===== src/rtl/se_sram_srw_pkg.sv =====
// Shared definitions for the single-port SRAM requester: read latency,
// request bundle and the read-credit rule.
package se_sram_srw_pkg;

   localparam int SRW_READ_LATENCY  = 1;
   localparam int SRW_ADDRESS_WIDTH = 16;
   localparam int SRW_DATA_WIDTH    = 32;
   localparam int SRW_WE_WIDTH      = 4;

   typedef struct packed {
      logic                         rnw;
      logic [SRW_ADDRESS_WIDTH-1:0] address;
      logic [SRW_DATA_WIDTH-1:0]    data;
      logic [SRW_WE_WIDTH-1:0]      we;
   } srw_req_t;

   // A read may issue only while every outstanding read still has a buffer slot.
   function automatic logic credit_ok(input int count, input int inflight, input int depth);
      return (count + inflight) < depth;
   endfunction

endpackage


===== src/rtl/se_sram_srw_rsp_fifo.sv =====
// Read-response buffer: power-of-two synchronous FIFO with clock enable,
// occupancy count and asynchronous reset.
module se_sram_srw_rsp_fifo #(
   parameter int data_width = 32,
   parameter int depth      = 4
) (
   input  logic                       clock,
   input  logic                       enable,
   input  logic                       reset,
   input  logic                       push,
   input  logic [data_width-1:0]      push_data,
   input  logic                       pop,
   output logic [data_width-1:0]      head_data,
   output logic                       valid,
   output logic [$clog2(depth):0]     count
);

   localparam int AW = $clog2(depth);

   logic [data_width-1:0] mem [depth];
   logic [AW-1:0]         rd_ptr;
   logic [AW-1:0]         wr_ptr;
   logic                  pop_ok;

   // Pops while empty are dropped; pushes never find the buffer full.
   assign pop_ok    = pop && (count != '0);
   assign valid     = (count != '0);
   assign head_data = mem[rd_ptr];

   always_ff @(posedge clock or posedge reset) begin
      if (reset) begin
         for (int i = 0; i < depth; i++) mem[i] <= '0;
         rd_ptr <= '0;
         wr_ptr <= '0;
         count  <= '0;
      end else if (enable) begin
         if (push) begin
            mem[wr_ptr] <= push_data;
            wr_ptr      <= wr_ptr + 1'b1;
         end
         if (pop_ok) rd_ptr <= rd_ptr + 1'b1;
         case ({push, pop_ok})
            2'b10:   count <= count + 1'b1;
            2'b01:   count <= count - 1'b1;
            default: count <= count;
         endcase
      end
   end

endmodule


===== src/rtl/se_sram_srw_requester.sv =====
// Initiator for one single-port SRAM: registered issue stage, read-tag
// pipeline matching the SRAM latency, and a credit-protected response buffer.
module se_sram_srw_requester
   import se_sram_srw_pkg::*;
#(
   parameter int address_width = 16,
   parameter int data_width    = 32,
   parameter int we_width      = 4,
   parameter int rsp_depth     = 4
) (
   input  logic                     sram_clock,
   input  logic                     sram_clock__enable,
   input  logic                     reset,
   input  logic                     req_valid,
   input  logic                     req_read_not_write,
   input  logic [address_width-1:0] req_address,
   input  logic [data_width-1:0]    req_write_data,
   input  logic [we_width-1:0]      req_write_enable,
   output logic                     req_ack,
   output logic                     rsp_valid,
   output logic [data_width-1:0]    rsp_data,
   input  logic                     rsp_ack,
   output logic                     sram_select,
   output logic                     sram_read_not_write,
   output logic [address_width-1:0] sram_address,
   output logic [data_width-1:0]    sram_write_data,
   output logic [we_width-1:0]      sram_write_enable,
   input  logic [data_width-1:0]    sram_data_out
);

   localparam int TAGS = SRW_READ_LATENCY + 1;

   logic [TAGS-1:0]              read_tag;
   logic [$clog2(rsp_depth):0]   count;
   logic                         accept;
   logic                         issue;

   // Handshake: a request transfers on a rising edge where req_valid && req_ack
   // (req_ack already includes the clock enable); a response transfers on an
   // enabled edge where rsp_valid && rsp_ack. req_ack never looks at req_valid.
   assign req_ack = sram_clock__enable &&
                    (!req_read_not_write ||
                     credit_ok(int'(count), $countones(read_tag), rsp_depth));
   assign accept  = req_valid && req_ack;
   assign issue   = accept && (req_read_not_write || (req_write_enable != '0));

   always_ff @(posedge sram_clock or posedge reset) begin
      if (reset) begin
         sram_select         <= 1'b0;
         sram_read_not_write <= 1'b1;
         sram_address        <= '0;
         sram_write_data     <= '0;
         sram_write_enable   <= '0;
         read_tag            <= '0;
      end else if (sram_clock__enable) begin
         sram_select <= issue;
         if (accept) begin
            sram_read_not_write <= req_read_not_write;
            sram_address        <= req_address;
            sram_write_data     <= req_write_data;
            sram_write_enable   <= req_write_enable;
         end
         // read_tag[0] is S1, the top bit is the stage whose data is on sram_data_out.
         read_tag <= {read_tag[TAGS-2:0], accept && req_read_not_write};
      end
   end

   se_sram_srw_rsp_fifo #(
      .data_width (data_width),
      .depth      (rsp_depth)
   ) u_rsp_fifo (
      .clock     (sram_clock),
      .enable    (sram_clock__enable),
      .reset     (reset),
      .push      (read_tag[TAGS-1]),
      .push_data (sram_data_out),
      .pop       (rsp_ack),
      .head_data (rsp_data),
      .valid     (rsp_valid),
      .count     (count)
   );

endmodule

===== config.mk =====
export PLATFORM = sky130hd
export DESIGN_NAME = se_sram_srw_requester
export DESIGN_NICKNAME = d
export VERILOG_FILES = /design/src/rtl/se_sram_srw_pkg.sv /design/src/rtl/se_sram_srw_rsp_fifo.sv /design/src/rtl/se_sram_srw_requester.sv
export SDC_FILE = /design/constraint.sdc
export NUM_CORES = 1
export LEC_CHECK = 0
export CAP_MARGIN = 20
export CORE_MARGIN = 10
export CORE_UTILIZATION = 25
export CTS_CLUSTER_SIZE = 24
export DETAILED_ROUTE_END_ITERATION = 8
export PLACE_DENSITY = 0.5
export RECOVER_POWER = 100
export SLEW_MARGIN = 5
export SYNTH_ARGS = -nofsm -noshare
export SYNTH_HDL_FRONTEND = slang
export SYNTH_SLANG_ARGS = --single-unit

===== constraint.sdc =====
create_clock -name sram_clock -period 9.1 [get_ports sram_clock]
set_input_delay 1.82 -clock sram_clock [delete_from_list [all_inputs] [get_ports sram_clock]]
set_output_delay 1.82 -clock sram_clock [all_outputs]
set_load 0.01 [all_outputs]

-- After elaboration in Yosys (flattened, before gate mapping)
Cells that the tools add are included.
- register bits: 191
- latch bits: 0
- RAM bits: 0
- bits in read-only memories: 0
- input port bits: 90
- output and inout bits: 88
- word-level logic and storage cells: 50
- memories kept: 0
- add/subtract/negate cells: 6
- multipliers: 0
- divide/modulo/power cells: 0
- magnitude comparators: 4
- equal/unequal tests: 2
- shift-type cells: 0
- mux-type cells: 7
- bitwise gates (word level): 2
- reductions and logical operators: 16
- operator list (cell ; number):
    128-bit bitwise mux ; 1
    32-bit two-way mux ; 3
    32-bit binary-select mux with 2-bit select ; 1
    32-bit demux with 2-bit select ; 1
    2-bit AND reduction ; 4
    3-bit greater-or-equal comparator (second input constant) ; 2
    1-bit logical AND ; 6
    2-bit inverter with 3-bit output ; 2
    3-bit one-hot mux with 2 select lines ; 1
    2-bit by 1-bit adder with 2-bit output (second input constant) ; 2
    3-bit by 2-bit adder with 4-bit output ; 1
    4-bit by 3-bit < comparator with 1-bit output (second input constant) ; 1
    4-bit nonzero test ; 1
    3-bit by 1-bit adder with 3-bit output (second input constant) ; 1
    3-bit by 1-bit < comparator with 1-bit output (second input constant) ; 1
    3-bit nonzero test ; 1
    3-bit by 1-bit subtractor with 3-bit output (second input constant) ; 1
    1-bit by 1-bit adder with 2-bit output ; 1
    2-bit by 1-bit equality test with 1-bit output (second input constant) ; 1
    2-bit equality test (second input constant) ; 1
    1-bit logical OR ; 2
    2-bit nonzero test ; 1
    1-bit logical NOT ; 1

-- Depth between registers and ports, before layout
- depth after elaboration: 7
- gate-level depth with buffers: 7
- gate-level depth less buffers: 7

-- Cells and area by module
From an unflattened synthesis, not the netlist that was laid out.
- cells, all modules: 478
- area, all modules: 8321.7 um^2
- modules (own cells, without submodules) (module ; times used ; cells an instance ; area each (um^2) ; seq. area each (um^2)):
    se_sram_srw_rsp_fifo ; 1 ; 349 ; 5967.0 ; 3378.2
    se_sram_srw_requester ; 1 ; 129 ; 2354.8 ; 1402.6

-- Worst setup path after synthesis
OpenSTA, ideal clock, no wires.
- kind: in2out
- start point: input sram_clock__enable
- end point: output req_ack
- arrival: 2258 ps
- required time: 7280 ps
- path slack: 5022 ps
- stages: 2
- path buffers: 1
- cell sequence: clkbuf_1 > o21a_1
- cells in the longest elaborated chain, start to end: 1
- RTL lines (element ; RTL line ; text):
    start, declared ; se_sram_srw_requester.sv:12 ; input logic sram_clock__enable,
    1-bit logical AND ; se_sram_srw_requester.sv:41 ; assign req_ack = sram_clock__enable &&
    end, declared ; se_sram_srw_requester.sv:19 ; output logic req_ack,
Every way passes these cells.

-- Final worst setup path
- start point: register u_rsp_fifo.rd_ptr[0]
- end point: output rsp_data[20]
- cells in the longest elaborated chain, start to end: 4
- RTL lines (element ; RTL line ; text):
    start, declared ; se_sram_srw_rsp_fifo.sv:21 ; logic [AW-1:0] rd_ptr;
    start signal, assigned ; se_sram_srw_rsp_fifo.sv:41 ; if (pop_ok) rd_ptr <= rd_ptr + 1'b1;
    2-bit inverter with 3-bit output (not written as such) ; se_sram_srw_rsp_fifo.sv:28 ; assign head_data = mem[rd_ptr];
    32-bit binary-select mux with 2-bit select ; se_sram_srw_rsp_fifo.sv:28 ;
    32-bit two-way mux (not written as such) (2 in a row) ; se_sram_srw_rsp_fifo.sv:28 ;
    end, declared ; se_sram_srw_requester.sv:21 ; output logic [data_width-1:0] rsp_data,
Every way passes these cells. The select of a mux whose other input is x is not followed.

==> summary.md <==
| Metric | Value |
|---|---|
| Switch share | `30.3%` |
| Max IR drop VDD | `123 uV` |
| Share of cells above drive strength 1 | `31.0%` |
| Die W | `201 um` |
| Post-DP Area | `10500 um^2` |
| Initial antenna violation count | `3` |
| Port Buffers | `177` |
| CP max-delay cell | `clkbuf_1` |
| Cell Pwr Density | `329 nW/um^2` |
| Number of cell rows | `66` |
| Post-synth top area share | `57.8%` |
| TritonCTS Buffers | `17` |
| Synth top area cells | `dfrtp_1 (58%), mux2_2 (18%), mux2_4 (8.9%)` |
| DRC errors left | `0` |
| Fin crit share | `66.5%` |
| Vias | `4712` |
| Max clock buf depth | `2` |
| Total gr overflow | `0` |
| Gr usage total | `10.6%` |
| EDFF count, synth | `0` |
| Die ar. | `40600 um^2` |
| Worst skew pair latency | `0.44 ns` |
| Cell taking the most area after synthesis | `dfrtp_1` |
| Resized cells post-CTS | `0` |
| Max-slew violations | `215` |
| Top FF cell, synth | `dfrtp_1` |
| CP Cell Sequence | `clkbuf_1 -> mux4_2 -> dlygate4sd3_1` |
| Max_cap viols | `4` |
| Largest net degree at the start of global routing | `112` |
| H-tree depth | `4` |
| Final setup violation count | `0` |
| Final Hold Fails | `0` |
| Yosys cell types | `26` |
| Power Total | `3570 uW` |
| Most frequent cells after synthesis | `dfrtp_1 (190), mux2_2 (133), mux2_4 (49)` |
| Final Wtd Congestion | `0.698` |
| Global-route wire length before repair | `33300 um` |
| Switching Power | `1080 uW` |
| Int Pwr | `2490 uW` |
| Die height | `201 um` |
| Area of all placed cells without fillers | `10900 um^2` |
| Seq/Total Area, Yosys | `58.1%` |
| Starting Density | `25.3%` |
| Synth Net Count | `575` |
| Least-Margin Pin Slew | `5.00 ns` |
| Type of element launching the critical path | `flip-flop` |
| TNS Setup | `0 ns` |
| Clock Skew | `0.0106 ns` |
| Failing checks | `max-capacitance violations, max-slew violations` |
| Max Clock Freq | `165 MHz` |
| Cells after synthesis | `478` |
| DR pass1 iterations | `4` |
| Unrepaired setup endpoints after global routing | `false` |
| Critical path required time | `7.28 ns` |
| Final wirelength | `21000 um` |
| Wire per inst | `18.9 um` |
| Post-route ant nets | `0` |
| Postcts setup bufs | `0` |
| Final Net Count | `754` |
| Nature of the critical path endpoint | `output port` |
| Vias in the first global route | `5667` |
| Clock sinks | `191` |
| WS Path Type | `reg -> out` |
| Logic gate share of total power | `39.0%` |
| Crit path largest cell delay | `2.07 ns` |
| Area Growth Syn to Fin | `32.0%` |
| Asr flop ratio synth | `100%` |
| Clock network fraction of total power | `21.2%` |
| Status | `finished, violations left` |
| Vias/cell | `4.23` |
| Number of top-level pins | `178` |
| Synthesis-stage register bit count | `191` |
| Clock transition at path regs | `0.07 ns` |
| Syn_area_per_cell | `17.2 um^2` |
| Rel. slew slack | `-235%` |
| Yosys warnings | `0` |
| CTS Hold Buffers Added | `0` |
| Worst hold path class | `reg -> reg` |
| Root Driver | `clkbuf_16` |
| Min Tclk post-route | `6.05 ns` |
| Core area | `32500 um^2` |
| Iteration-0 DRC Markers | `117` |
| HPWL Detailed | `14300 um` |
| Reg power frac | `39.8%` |
| Critical Path AT | `4.23 ns` |
| Cell area after synthesis | `8230 um^2` |
| Top-count cell post-synth | `dfrtp_1` |
| Worst Path Max Fanout | `34` |
| TritonCTS clock tree | `yes` |
| Layout filler cell count | `3227` |
| P_leak | `0.00461 uW` |
cell type report:
cell class                 instances  area, um^2  share of cell area, %
tap                              442         553                   5.09
clock inverter                    12         134                   1.23
antenna                            1        2.50                 0.0230
multi-input combinational        251        3060                   28.2
timing repair buffer             186        1830                   16.9
sequential                       191        4780                   44.0
clock buffer                      20         457                   4.20
inverter                          10        38.8                  0.357
state kept, by name (all words and copies together) (netlist names):
register	count
u_rsp_fifo.mem	128
sram_write_data	32
sram_address	16
sram_write_enable	4
u_rsp_fifo.count	3
read_tag	2
u_rsp_fifo.rd_ptr	2
u_rsp_fifo.wr_ptr	2
sram_read_not_write	1
sram_select	1
final timing paths:
kind,from,to,slack (ns),cells after the start
max,u_rsp_fifo.rd_ptr[0]$_DFFE_PP0P_,rsp_data[20],3.05,3
min,sram_write_data[23]$_DFFE_PP0P_,sram_write_data[23]$_DFFE_PP0P_,0.49,1
max reg2reg,u_rsp_fifo.count[0]$_DFFE_PP0P_,sram_address[11]$_DFFE_PP0P_,4.92,5
min reg2reg,sram_write_data[23]$_DFFE_PP0P_,sram_write_data[23]$_DFFE_PP0P_,0.49,1
max in group asynchronous,reset,u_rsp_fifo.rd_ptr[1]$_DFFE_PP0P_,3.20,2
min in group asynchronous,reset,sram_address[5]$_DFFE_PP0P_,3.35,2
worst max-delay path, delay by kind of cell, from the launching register on:
family	cells	cell delay, ns
flops	1	0.34
buf+inv	2	2.74
mux	1	0.72
power by group through the flow:
stage	combinational (uW)	clock, uW	sequential, uW
finish	1390	757	1420
global route	1520	822	1470
CTS	1590	792	1430
detailed placement	1580	0	1440
floorplan	862	0	1420
global placement	1550	0	1400
through the flow:
stage,setup slack (ns),hold WS (ns),std cells,utilization [%]
2_1_floorplan,2.08,0.474,478,-
3_3_place_gp,3.82,0.481,1079,32.2
3_5_place_dp,3.80,0.492,1079,32.2
4_1_cts,3.78,0.507,1111,34.0
5_1_grt,2.33,0.510,1113,33.4
6_report,3.05,0.491,1113,33.4
kinds of logic after synthesis:
group | synth area share (%)
flops | 58.1
fa+ha+maj | 1.16
buf+inv | 2.40
compound gates | 1.06
mux | 35.9
simple gates | 0.775
xor+xnor | 0.638
metal layers:
layer	share of wire [%]	track usage, %
met2	51	17.9
met3	6.8	4.45
met1	41	12.0
met5	0.062	0
met4	1.2	3.14
cells in the final DEF (no fill, tap or decap), types with 2 or more instances in the layout:
| master | instances |
|---|---|
| bufinv_16 | 2 |
| clkbuf_1 | 8 |
| clkbuf_16 | 17 |
| clkbuf_8 | 2 |
| clkdlybuf4s50_1 | 86 |
| clkinv_2 | 3 |
| clkinv_4 | 3 |
| clkinvlp_4 | 2 |
| dfrtp_1 | 188 |
| dfrtp_2 | 2 |
| dlygate4sd3_1 | 91 |
| ha_1 | 6 |
| inv_1 | 9 |
| inv_6 | 2 |
| mux2_1 | 44 |
| mux2_2 | 136 |
| mux2_4 | 2 |
| mux4_2 | 32 |
| nand2_1 | 4 |
| nand3_1 | 5 |
| o21ai_0 | 5 |
| o22ai_1 | 2 |
| xnor2_1 | 4 |
| xor2_1 | 2 |
No activity file was read; power rests on OpenSTA's default activity.
